$ cat src/rtl/ff_array_rmw_ctrl.sv
// Read-modify-write controller for a two-port flop metadata array.
// Port 1 reads the old entry, the merged value goes back on port 0 a cycle
// later, and a one-deep forward register covers the array's write latency.
// A clear sweep zeroes every set, one write per cycle.
module ff_array_rmw_ctrl #(
   parameter int S_INDEX = 4,
   parameter int WIDTH   = 1
) (
   input  logic               clk,
   input  logic               rst,
   input  logic               req_valid,
   output logic               req_ready,
   input  logic [S_INDEX-1:0] req_addr,
   input  logic [WIDTH-1:0]   req_mask,
   input  logic [WIDTH-1:0]   req_data,
   output logic               rsp_valid,
   output logic [WIDTH-1:0]   rsp_old,
   output logic [WIDTH-1:0]   rsp_new,
   input  logic               clear_start,
   output logic               clear_busy,
   output logic               clear_done,
   output logic               arr_csb0,
   output logic               arr_web0,
   output logic [S_INDEX-1:0] arr_addr0,
   output logic [WIDTH-1:0]   arr_din0,
   output logic               arr_csb1,
   output logic [S_INDEX-1:0] arr_addr1,
   input  logic [WIDTH-1:0]   arr_dout1
);

   localparam int NUM_SETS = 2**S_INDEX;
   localparam logic [S_INDEX-1:0] LAST_SET = S_INDEX'(NUM_SETS - 1);

   typedef enum logic [1:0] {
      IDLE,
      RUN,
      CLEAR
   } state_e;

   state_e             state_q, state_d;
   logic               clear_pend_q, clear_pend_d;
   logic [S_INDEX-1:0] clr_idx_q, clr_idx_d;
   logic               clear_done_q, clear_done_d;

   logic               s2_valid_q;
   logic [S_INDEX-1:0] s2_addr_q;
   logic [WIDTH-1:0]   s2_mask_q;
   logic [WIDTH-1:0]   s2_data_q;

   logic               fwd_valid_q;
   logic [S_INDEX-1:0] fwd_addr_q;
   logic [WIDTH-1:0]   fwd_data_q;

   logic               accept;
   logic               fwd_hit;
   logic [WIDTH-1:0]   old_val;
   logic [WIDTH-1:0]   new_val;
   logic               wr_en;
   logic [S_INDEX-1:0] wr_addr;
   logic [WIDTH-1:0]   wr_data;

   // Requests are refused once a clear has been asked for, so the S2 stage
   // drains before the sweep begins.
   assign req_ready = (state_q == RUN) && !clear_pend_q;
   assign accept    = req_valid && req_ready;

   // Merge stage: old value comes from the forward register when the write
   // issued last cycle targets the same set, since the array cannot show it yet.
   always_comb begin
      fwd_hit = s2_valid_q && fwd_valid_q && (fwd_addr_q == s2_addr_q);
      old_val = fwd_hit ? fwd_data_q : arr_dout1;
      new_val = (old_val & ~s2_mask_q) | (s2_data_q & s2_mask_q);
   end

   // Port-0 write source: the S2 merge result, or a zero during the sweep;
   // S2 is always empty while clearing, so the two never collide.
   always_comb begin
      wr_en   = s2_valid_q || (state_q == CLEAR);
      wr_addr = '0;
      wr_data = '0;
      if (s2_valid_q) begin
         wr_addr = s2_addr_q;
         wr_data = new_val;
      end else if (state_q == CLEAR) begin
         wr_addr = clr_idx_q;
      end
   end

   // Array pins and response outputs. Port 0 stays selected, and web0 is
   // held high on idle cycles so a latched enable never replays a write.
   always_comb begin
      arr_csb0   = 1'b0;
      arr_web0   = !wr_en;
      arr_addr0  = wr_addr;
      arr_din0   = wr_data;
      arr_csb1   = !accept;
      arr_addr1  = accept ? req_addr : '0;
      rsp_valid  = s2_valid_q;
      rsp_old    = s2_valid_q ? old_val : '0;
      rsp_new    = s2_valid_q ? new_val : '0;
      clear_busy = (state_q == CLEAR);
      clear_done = clear_done_q;
   end

   // Control FSM: clear requests are remembered until the pipeline is empty
   // and no request is entering it; a clear_start during the sweep is dropped.
   always_comb begin
      state_d      = state_q;
      clear_pend_d = clear_pend_q;
      clr_idx_d    = clr_idx_q;
      clear_done_d = 1'b0;
      case (state_q)
         IDLE: begin
            state_d = RUN;
            if (clear_start) begin
               clear_pend_d = 1'b1;
            end
         end
         RUN: begin
            if ((clear_start || clear_pend_q) && !s2_valid_q && !accept) begin
               state_d      = CLEAR;
               clear_pend_d = 1'b0;
               clr_idx_d    = '0;
            end else if (clear_start) begin
               clear_pend_d = 1'b1;
            end
         end
         CLEAR: begin
            clr_idx_d = clr_idx_q + 1'b1;
            if (clr_idx_q == LAST_SET) begin
               state_d      = RUN;
               clear_done_d = 1'b1;
            end
         end
         default: begin
            state_d = IDLE;
         end
      endcase
   end

   // State, sweep counter and done pulse registers.
   always_ff @(posedge clk) begin
      if (rst) begin
         state_q      <= IDLE;
         clear_pend_q <= 1'b0;
         clr_idx_q    <= '0;
         clear_done_q <= 1'b0;
      end else begin
         state_q      <= state_d;
         clear_pend_q <= clear_pend_d;
         clr_idx_q    <= clr_idx_d;
         clear_done_q <= clear_done_d;
      end
   end

   // S2 pipeline register, loaded by each accepted request.
   always_ff @(posedge clk) begin
      if (rst) begin
         s2_valid_q <= 1'b0;
         s2_addr_q  <= '0;
         s2_mask_q  <= '0;
         s2_data_q  <= '0;
      end else begin
         s2_valid_q <= accept;
         if (accept) begin
            s2_addr_q <= req_addr;
            s2_mask_q <= req_mask;
            s2_data_q <= req_data;
         end
      end
   end

   // Forward register tracks the most recent write; holding it across idle
   // cycles is safe because no later write could have superseded it.
   always_ff @(posedge clk) begin
      if (rst) begin
         fwd_valid_q <= 1'b0;
         fwd_addr_q  <= '0;
         fwd_data_q  <= '0;
      end else if (wr_en) begin
         fwd_valid_q <= 1'b1;
         fwd_addr_q  <= wr_addr;
         fwd_data_q  <= wr_data;
      end
   end

endmodule

$ cat config.mk
export PLATFORM = sky130hd
export DESIGN_NAME = ff_array_rmw_ctrl
export DESIGN_NICKNAME = d
export VERILOG_FILES = /design/src/rtl/ff_array_rmw_ctrl.sv
export SDC_FILE = /design/constraint.sdc
export NUM_CORES = 1
export LEC_CHECK = 0
export ABC_AREA = 1
export BUFFER_PORTS_ARGS = -buffer_cell sky130_fd_sc_hd__buf_4
export CAP_MARGIN = 20
export CELL_PAD_IN_SITES_DETAIL_PLACEMENT = 0
export CELL_PAD_IN_SITES_GLOBAL_PLACEMENT = 1
export CORE_MARGIN = 8
export CORE_UTILIZATION = 34
export CTS_CLUSTER_DIAMETER = 80
export DETAILED_ROUTE_END_ITERATION = 8
export GPL_TIMING_DRIVEN = 0
export PLACE_DENSITY_LB_ADDON = 0.1
export SLEW_MARGIN = 40
export SYNTH_ARGS = -nofsm -noshare
export SYNTH_HDL_FRONTEND = slang
export SYNTH_SLANG_ARGS = --single-unit
$ cat constraint.sdc
create_clock -name clk -period 1.4 [get_ports clk]
set_input_delay 0.07 -clock clk [delete_from_list [all_inputs] [get_ports clk]]
set_output_delay 0.07 -clock clk [all_outputs]
set_load 0.02 [all_outputs]
### After elaboration in Yosys (flattened, before gate mapping)

Cells that the tools add are included.

* add/subtract/negate cells: 1
* equal/unequal tests: 6
* muxes and demuxes: 15
* bitwise gates (word level): 5
* reduce and logical (&&, ||, !) cells: 18

Operators by type and width (number)
* two-way mux 4 bit: 4
* case mux 4 bit (2 select lines): 1
* logical AND 1 bit: 6
* two-way mux 1 bit: 6
* case mux 2 bit (3 select lines): 1
* adder 4 x 1 -> 4 bit, second input constant: 1
* == test 4 bit: 1
* == test 4 bit, second input constant: 1
* zero test 1 bit: 4
* two-way mux 2 bit: 2
* != test 2 x 1 -> 1 bit, second input constant: 2
* AND reduction 2 bit: 2
* nonzero test 2 bit: 2
* AND 1 bit: 2
* == test 2 x 1 -> 1 bit, second input constant: 1
* == test 2 bit, second input constant: 1
* zero test 2 bit: 1
* logical OR 1 bit: 2
* inverter 1 bit: 2
* case mux 1 bit (2 select lines): 1
* OR reduction 2 bit: 1
* bitwise OR 1 bit: 1

* register bits: 21
* output and inout bits: 18

### Logic depth before layout (Yosys ltp)

Gate-level depths: netlist of the first run.

* word-level depth: 7
* gate-level depth with buffers: 10
* mapped depth without buffers: 9

### Worst setup path before layout of the first run

No wires, ideal clock.

* path type: register to output
* start point: register s2_valid_q, in the netlist rsp_valid
* end point: output port rsp_new
* data arrival time: 1376 ps
* setup slack: -46 ps
* stages on the path, launching flop included: 9
* path buffers: 2
* path through: dfxtp_1 -> buf_4 -> nand3_1 -> nor2_1 -> nand3_1 -> nand3_1 -> nand2_1 -> inv_1 -> buf_4

* longest elaborated chain between the ends: 6

RTL lines
* start, declared: line 45 `logic s2_valid_q;`
* start signal, assigned: line 164 `s2_valid_q <= accept;`
* logical AND 1 bit (2 in a row): line 70 `fwd_hit = s2_valid_q && fwd_valid_q && (fwd_addr_q == s2_addr_q);`
* two-way mux 1 bit: line 71 `old_val = fwd_hit ? fwd_data_q : arr_dout1;`
* AND 1 bit: line 72 `new_val = (old_val & ~s2_mask_q) | (s2_data_q & s2_mask_q);`
* bitwise OR 1 bit: line 72
* two-way mux 1 bit *
* end, declared: line 18 `output logic [WIDTH-1:0] rsp_new,`

Every way passes the cells marked *; elsewhere a longest branch is shown, timed or not.

### Final worst setup path of the first run

* start point: register s2_addr_q[3]
* end point: register fwd_data_q

* longest elaborated chain between the ends: 6

RTL lines
* start, declared: line 46 `logic [S_INDEX-1:0] s2_addr_q;`
* start signal, assigned: line 166 `s2_addr_q <= req_addr;`
* == test 4 bit: line 70
* logical AND 1 bit: line 70
* two-way mux 1 bit: line 71
* AND 1 bit: line 72
* bitwise OR 1 bit: line 72
* two-way mux 1 bit: line 81 `if (s2_valid_q) begin`
* end signal, assigned: line 183 `fwd_data_q <= wr_data;`
* end, declared: line 52 `logic [WIDTH-1:0] fwd_data_q;`

No other way between the ends.
A chain may end at the register's enable or synchronous reset.

==> results.json, run 1 <==
{
  "max-vdd-ir-drop_v": 0.000493,
  "path_class": "reg -> reg",
  "gp_congestion": 0.751,
  "internal_power_w": 0.000963,
  "grt_first_pass_wirelength_mm": 5.17,
  "end_kind": "register",
  "rsz0062_at_grt": "yes",
  "drive_gt1_share_pct": 51.7,
  "clk_pin_slew_ps": 120,
  "remaining_drc_errors": 0,
  "clk_latency_ps": 300,
  "post_synth.cell_area_avg_sq_um": 6.83,
  "rows": 19,
  "cpLargestDelayFamily": "buffers and inverters",
  "maxCapViolations": 0,
  "overflow": 0,
  "antenna_cells_inserted": 0,
  "p_sw_share_pct": 31.6,
  "path_buf_inv": 5,
  "grt_max_degree": 12,
  "finalSetupTns_ps": -938,
  "netlist_area_sq_um": 1000,
  "pwr-share-comb_pct": 31.1,
  "final_cells": 242,
  "post_drt_wl_per_cell_um": 13.3,
  "postSynthCellCount": 147,
  "antenna_found_initial": 0,
  "placed_cells": 204,
  "path_cells": "inv_2 -> nand2_1 -> nand3_2 -> nor2_2 -> nand3_1 -> nand3_2 -> nand2_2 -> buf_4 -> buf_4 -> buf_4 -> buf_4 -> a21oi_1",
  "pwr_density_cell_nw_per_um2": 825,
  "die_area_sq_um": 4950,
  "ys_seq_area_share_pct": 41.8,
  "drt_iter0_markers": 33,
  "yosys.cell_types.count": 22,
  "die_y_um": 70.4,
  "drt-vias-per-instance": 4.84,
  "firstDrtPassIters": 4,
  "hp-class": "in -> reg",
  "portBuffers": 26,
  "drv_slew": 0,
  "dp_hpwl_mm": 2.04,
  "slowest_delay_ps": 390,
  "whs_ps": 24.4,
  "crit_slowest_cell": "dfxtp_2",
  "critPathLaunchType": "register",
  "ant_nets": 0,
  "synth_fp_nets": 159,
  "die_w_um": 70.4,
  "crit_path_max_fanout": 4,
  "outcome": "complete, but fails checks",
  "area_growth_syn_to_layout_pct": 69.9,
  "violations": "negative setup slack",
  "setup_viol": 11,
  "io_pins": 29,
  "seq_power_share_pct": 47.5,
  "synth_warnings": 0,
  "switchingPower_w": 0.000445,
  "drt_wl_total_mm": 3.22,
  "clock-skew-final_ps": 2.71,
  "max_freq_mhz": 617,
  "p_leak_nw": 0.814,
  "root_buffer": "clkbuf_4",
  "grt_pass1_vias": 1138,
  "worstPathRequired_ps": 1640,
  "vias": 1171,
  "setup_slack_ps": -221,
  "hold_violations": 0,
  "numCtsBuffers": 3,
  "initial_utilization_pct": 36.1,
  "fin_crit_ps": 1620,
  "cts.path.max_buffers": 2,
  "core_area_sq_um": 2780,
  "fin_nets": 224,
  "grt_use_total_pct": 12.3,
  "dpl_worst_slack_ps": -0.790,
  "cts_tree": "done",
  "fin_crit_sh_pct": 116,
  "cpMostUsedCell": "buf_4",
  "power.share.clock_pct": 21.4,
  "ys_ff_latch": 21,
  "cts_sinks": 21,
  "cts_max_level": 1,
  "arrival_ps": 1860
}
[final cells by class]
type / count / area [sq um]
fill: 264 / 1070
inverter: 22 / 91.3
sequential: 21 / 439
tap: 31 / 38.8
buffer: 5 / 37.5
timing repair buffer: 61 / 520
multi-input combinational: 98 / 553
clock buffer: 4 / 26.3
[repair_timing]
item / CTS / global route
gates resized for setup: 32 / 31
setup endpoints to repair: 13 / 20
pin swaps: 15 / 10
buffers inserted: 25 / 9
endpoints found under the hold margin: 1 / 0
hold buffers: 1 / 0
[state kept, by name, summed over array words and instances, names as in the netlist, 2 cells and up]
register,cells
clr_idx_q,4
fwd_addr_q,4
s2_addr_q,4
state_q,2
[worst paths after layout]
check               end  slack (ps)         start  cells after the start
min reg2reg  fwd_data_q         480    fwd_data_q                      2
max          fwd_data_q        -220  s2_addr_q[3]                     12
max reg2reg  fwd_data_q        -220  s2_addr_q[3]                     12
min           s2_mask_q          20      req_mask                      3
[power groups by stage]
stage | clock network, W | registers, W | logic, W
after global routing | 0.000335 | 0.000674 | 0.000475
after CTS | 0.000315 | 0.000666 | 0.000373
after floorplan | 0 | 0.000669 | 0.000183
final | 0.000301 | 0.000669 | 0.000438
after detailed placement | 0 | 0.000674 | 0.000277
after global placement | 0 | 0.000673 | 0.000274
[placed cells by master (no fill, tap or decap), types with 3 or more instances in the layout]
master    Yosys  layout
a21oi_1      15      14
inv_2         2       4
dfxtp_1      21      10
nand2_2       1       6
nand3_2       0       7
inv_1        20      15
nor2_2        1       5
clkbuf_4      0       3
o21ai_0       5       4
nor2_1       16      11
buf_4         3      45
a31oi_1       4       4
buf_6         0      18
nand2_1      34      28
dfxtp_2       0       9
nand3_1      13       6
clkbuf_1      2       3
[stage by stage]
stage               power [W]  area [sq um]  util [%]
global placement     0.000947          1240      44.6
CTS                   0.00135          1560      56.1
finish                0.00141          1710      61.4
floorplan            0.000852          1010         -
detailed placement   0.000951          1240      44.6
global route          0.00148          1710      61.4
[logic make-up after synthesis]
group	after synthesis	synth area share [%]
compound gates	26	13.7
other cells	1	0.373
flops	21	41.8
simple gates	70	31.1
buf+inv	28	11.7
fa+ha+maj	1	1.25
[metal layers]
metal | GRT usage, % | vias up | part of all wire, %
met1 | 13.0 | 550 | 40
met3 | 2.40 | 6 | 3.2
li1 | - | 597 | -
met5 | 0 | - | 0
met2 | 23.5 | 18 | 55
met4 | 3.35 | 0 | 1.5
[cells in the mapped netlist]
cell type	count	area share, %
ha_1	1	1.2
conb_1	1	0.37
nor2_1	16	6.0
inv_1	20	7.5
clkbuf_1	2	0.75
a31oi_1	4	2.5
o21ai_0	5	2.5
buf_4	3	2.2
o31ai_1	1	0.75
nor2_2	1	0.62
nand2_4	1	1.1
inv_2	2	0.75
nand3_1	13	6.5
nand2_1	34	13
nor3_4	1	1.6
nor3_2	1	1.0
buf_2	1	0.50
o21ai_1	1	0.50
a21oi_1	15	7.5
nand2_2	1	0.62
nor3_1	2	1.0
dfxtp_1	21	42
[worst register-to-register path, delay by kind of cell, from the launching register on]
kind	cells	cell delay, ps
compound gates	1	110
buf+inv	5	530
flops	1	390
simple gates	6	530
(Power assumes the default switching activity.)
==> run 2, diff against run 1 <==
Settings changed: ABC_CLOCK_PERIOD_IN_PS from default to 1400, CORE_UTILIZATION 34 to 36, CTS_BUF_LIST from default to sky130_fd_sc_hd__clkbuf_8.
==> run 2 against run 1 <==
Compared with the run above:
- the flow still finishes with violations (negative setup slack)
- hold slack better by 11 ps
- cell area down 7.6%
- register-to-register slack improved by 340 ps
- power increased by 1.8%
- clock-buffer cell count fell by 1
- sequential cell count did not move
- critical path depth down 1
==> results.json, run 2 (same netlist as run 1, synthesis figures left out) <==
{
  "outcome": "complete, but fails checks",
  "violations": "negative setup slack",
  "antenna_found_initial": 0,
  "arrival_ps": 1470,
  "cts.path.max_buffers": 2,
  "fin_nets": 209,
  "ant_nets": 0,
  "dp_hpwl_mm": 1.99,
  "clk_latency_ps": 260,
  "path_buf_inv": 4,
  "grt_use_total_pct": 12.0,
  "area_growth_syn_to_layout_pct": 57.0,
  "final_cells": 227,
  "grt_max_degree": 12,
  "rsz0062_at_grt": "yes",
  "overflow": 0,
  "die_w_um": 68.8,
  "clock-skew-final_ps": 1.58,
  "initial_utilization_pct": 37.1,
  "vias": 1081,
  "drt-vias-per-instance": 4.76,
  "dpl_worst_slack_ps": 10.9,
  "clk_pin_slew_ps": 80,
  "maxCapViolations": 0,
  "portBuffers": 26,
  "core_area_sq_um": 2710,
  "setup_slack_ps": -139,
  "path_class": "reg -> out",
  "drive_gt1_share_pct": 46.4,
  "hp-class": "in -> reg",
  "placed_cells": 204,
  "worst_slew_pin_slew_ps": 541,
  "ctsHoldBuffers": 0,
  "worstPathRequired_ps": 1330,
  "drt_iter0_markers": 46,
  "slowest_delay_ps": 360,
  "drt_wl_total_mm": 2.79,
  "antenna_cells_inserted": 0,
  "rows": 19,
  "crit_slowest_cell": "dfxtp_2",
  "grt_pass1_vias": 987,
  "remaining_drc_errors": 0,
  "final_common_cell": "buf_4",
  "final_cell_mix": "buf_4 (35), nand2_1 (29), inv_1 (15)",
  "path_cells": "inv_2 -> nand2_2 -> nand3_2 -> nor2_2 -> nand2_1 -> nand2_1 -> nand3_1 -> nand2_1 -> inv_2 -> buf_6 -> buf_6",
  "drv_slew": 0,
  "pwr_density_cell_nw_per_um2": 908,
  "max_freq_mhz": 650,
  "crit_path_max_fanout": 3,
  "cts_tree": "done",
  "p_leak_nw": 0.754,
  "whs_ps": 35.0,
  "cts_sinks": 21,
  "cpMostUsedCell": "nand2_1",
  "post-route-util_pct": 58.2,
  "numCtsBuffers": 3,
  "die_area_sq_um": 4740,
  "relSlewSlack_pct": 63.9,
  "grt_first_pass_wirelength_mm": 4.28,
  "max-vdd-ir-drop_v": 0.000674,
  "cpLargestDelayFamily": "simple AND/OR/NAND/NOR gates",
  "fin_crit_ps": 1540,
  "gp_congestion": 0.784,
  "hold_violations": 0,
  "post_drt_wl_per_cell_um": 12.3,
  "setup_viol": 3,
  "largest_registers": "clr_idx_q x4, fwd_addr_q x4, s2_addr_q x4",
  "cts_max_level": 1,
  "die_y_um": 68.8,
  "firstDrtPassIters": 4,
  "critPathLaunchType": "register",
  "io_pins": 29,
  "fin_crit_sh_pct": 110,
  "end_kind": "output port",
  "root_buffer": "clkbuf_8"
}
-- run 2: layout make-up --
class                           instances  area (sq um)
Buffer                                  5          37.5
Clock buffer                            3          41.3
Clock inverter                          1          3.75
Fill cell                             267          1130
Inverter                               22          86.3
Multi-Input combinational cell         98           543
Sequential cell                        21           437
Tap cell                               31          38.8
Timing Repair Buffer                   46           390
-- run 2: through the flow --
stage	cell area (sq um)	power [W]	TNS [ps]
CTS	1490	0.00140	-288
global route	1580	0.00151	-747
floorplan	1010	0.000852	0
finish	1580	0.00143	-217
global placement	1240	0.000948	0
detailed placement	1240	0.000951	0
-- run 2: metal layers --
metal  track usage (%)  part of all wire (%)
met3              2.91                   4.6
met5                 0                     0
met4              6.02                   1.4
met1              13.1                    42
met2              21.1                    52
-- run 2: power breakdown --
part	total, W	internal, W	leakage [nW]	switching [W]
clock network	0.000394	0.000196	0.0269	0.000198
logic	0.000373	0.000174	0.551	0.000198
registers	0.000666	0.000634	0.176	0.0000322
total	0.00143	0.00100	0.754	0.000429
-- run 2: path summary, 6_finish.rpt --
check	from	endpoint	slack [ps]	cells past startpoint
setup / recovery	fwd_addr_q[0]	rsp_new	-140	11
setup reg to reg	state_q[1]	clr_idx_q[2]	120	8
hold reg to reg	fwd_data_q	fwd_data_q	480	2
hold / removal	req_data	s2_data_q	30	3
-- run 2: worst reg2reg max path: stages (launching register included) --
cell and delay (ps):
dfxtp_2 330, inv_2 80, nand2_4 70, nor3_4 260, buf_6 160, nor3_4 40
nand2_4 90, nand3_1 70, a21oi_1 120
-- run 2: repair_timing --
action,in CTS,in global routing
endpoints found under the setup margin,13,17
pin swaps,14,13
setup buffers,17,4
resized for setup,32,21
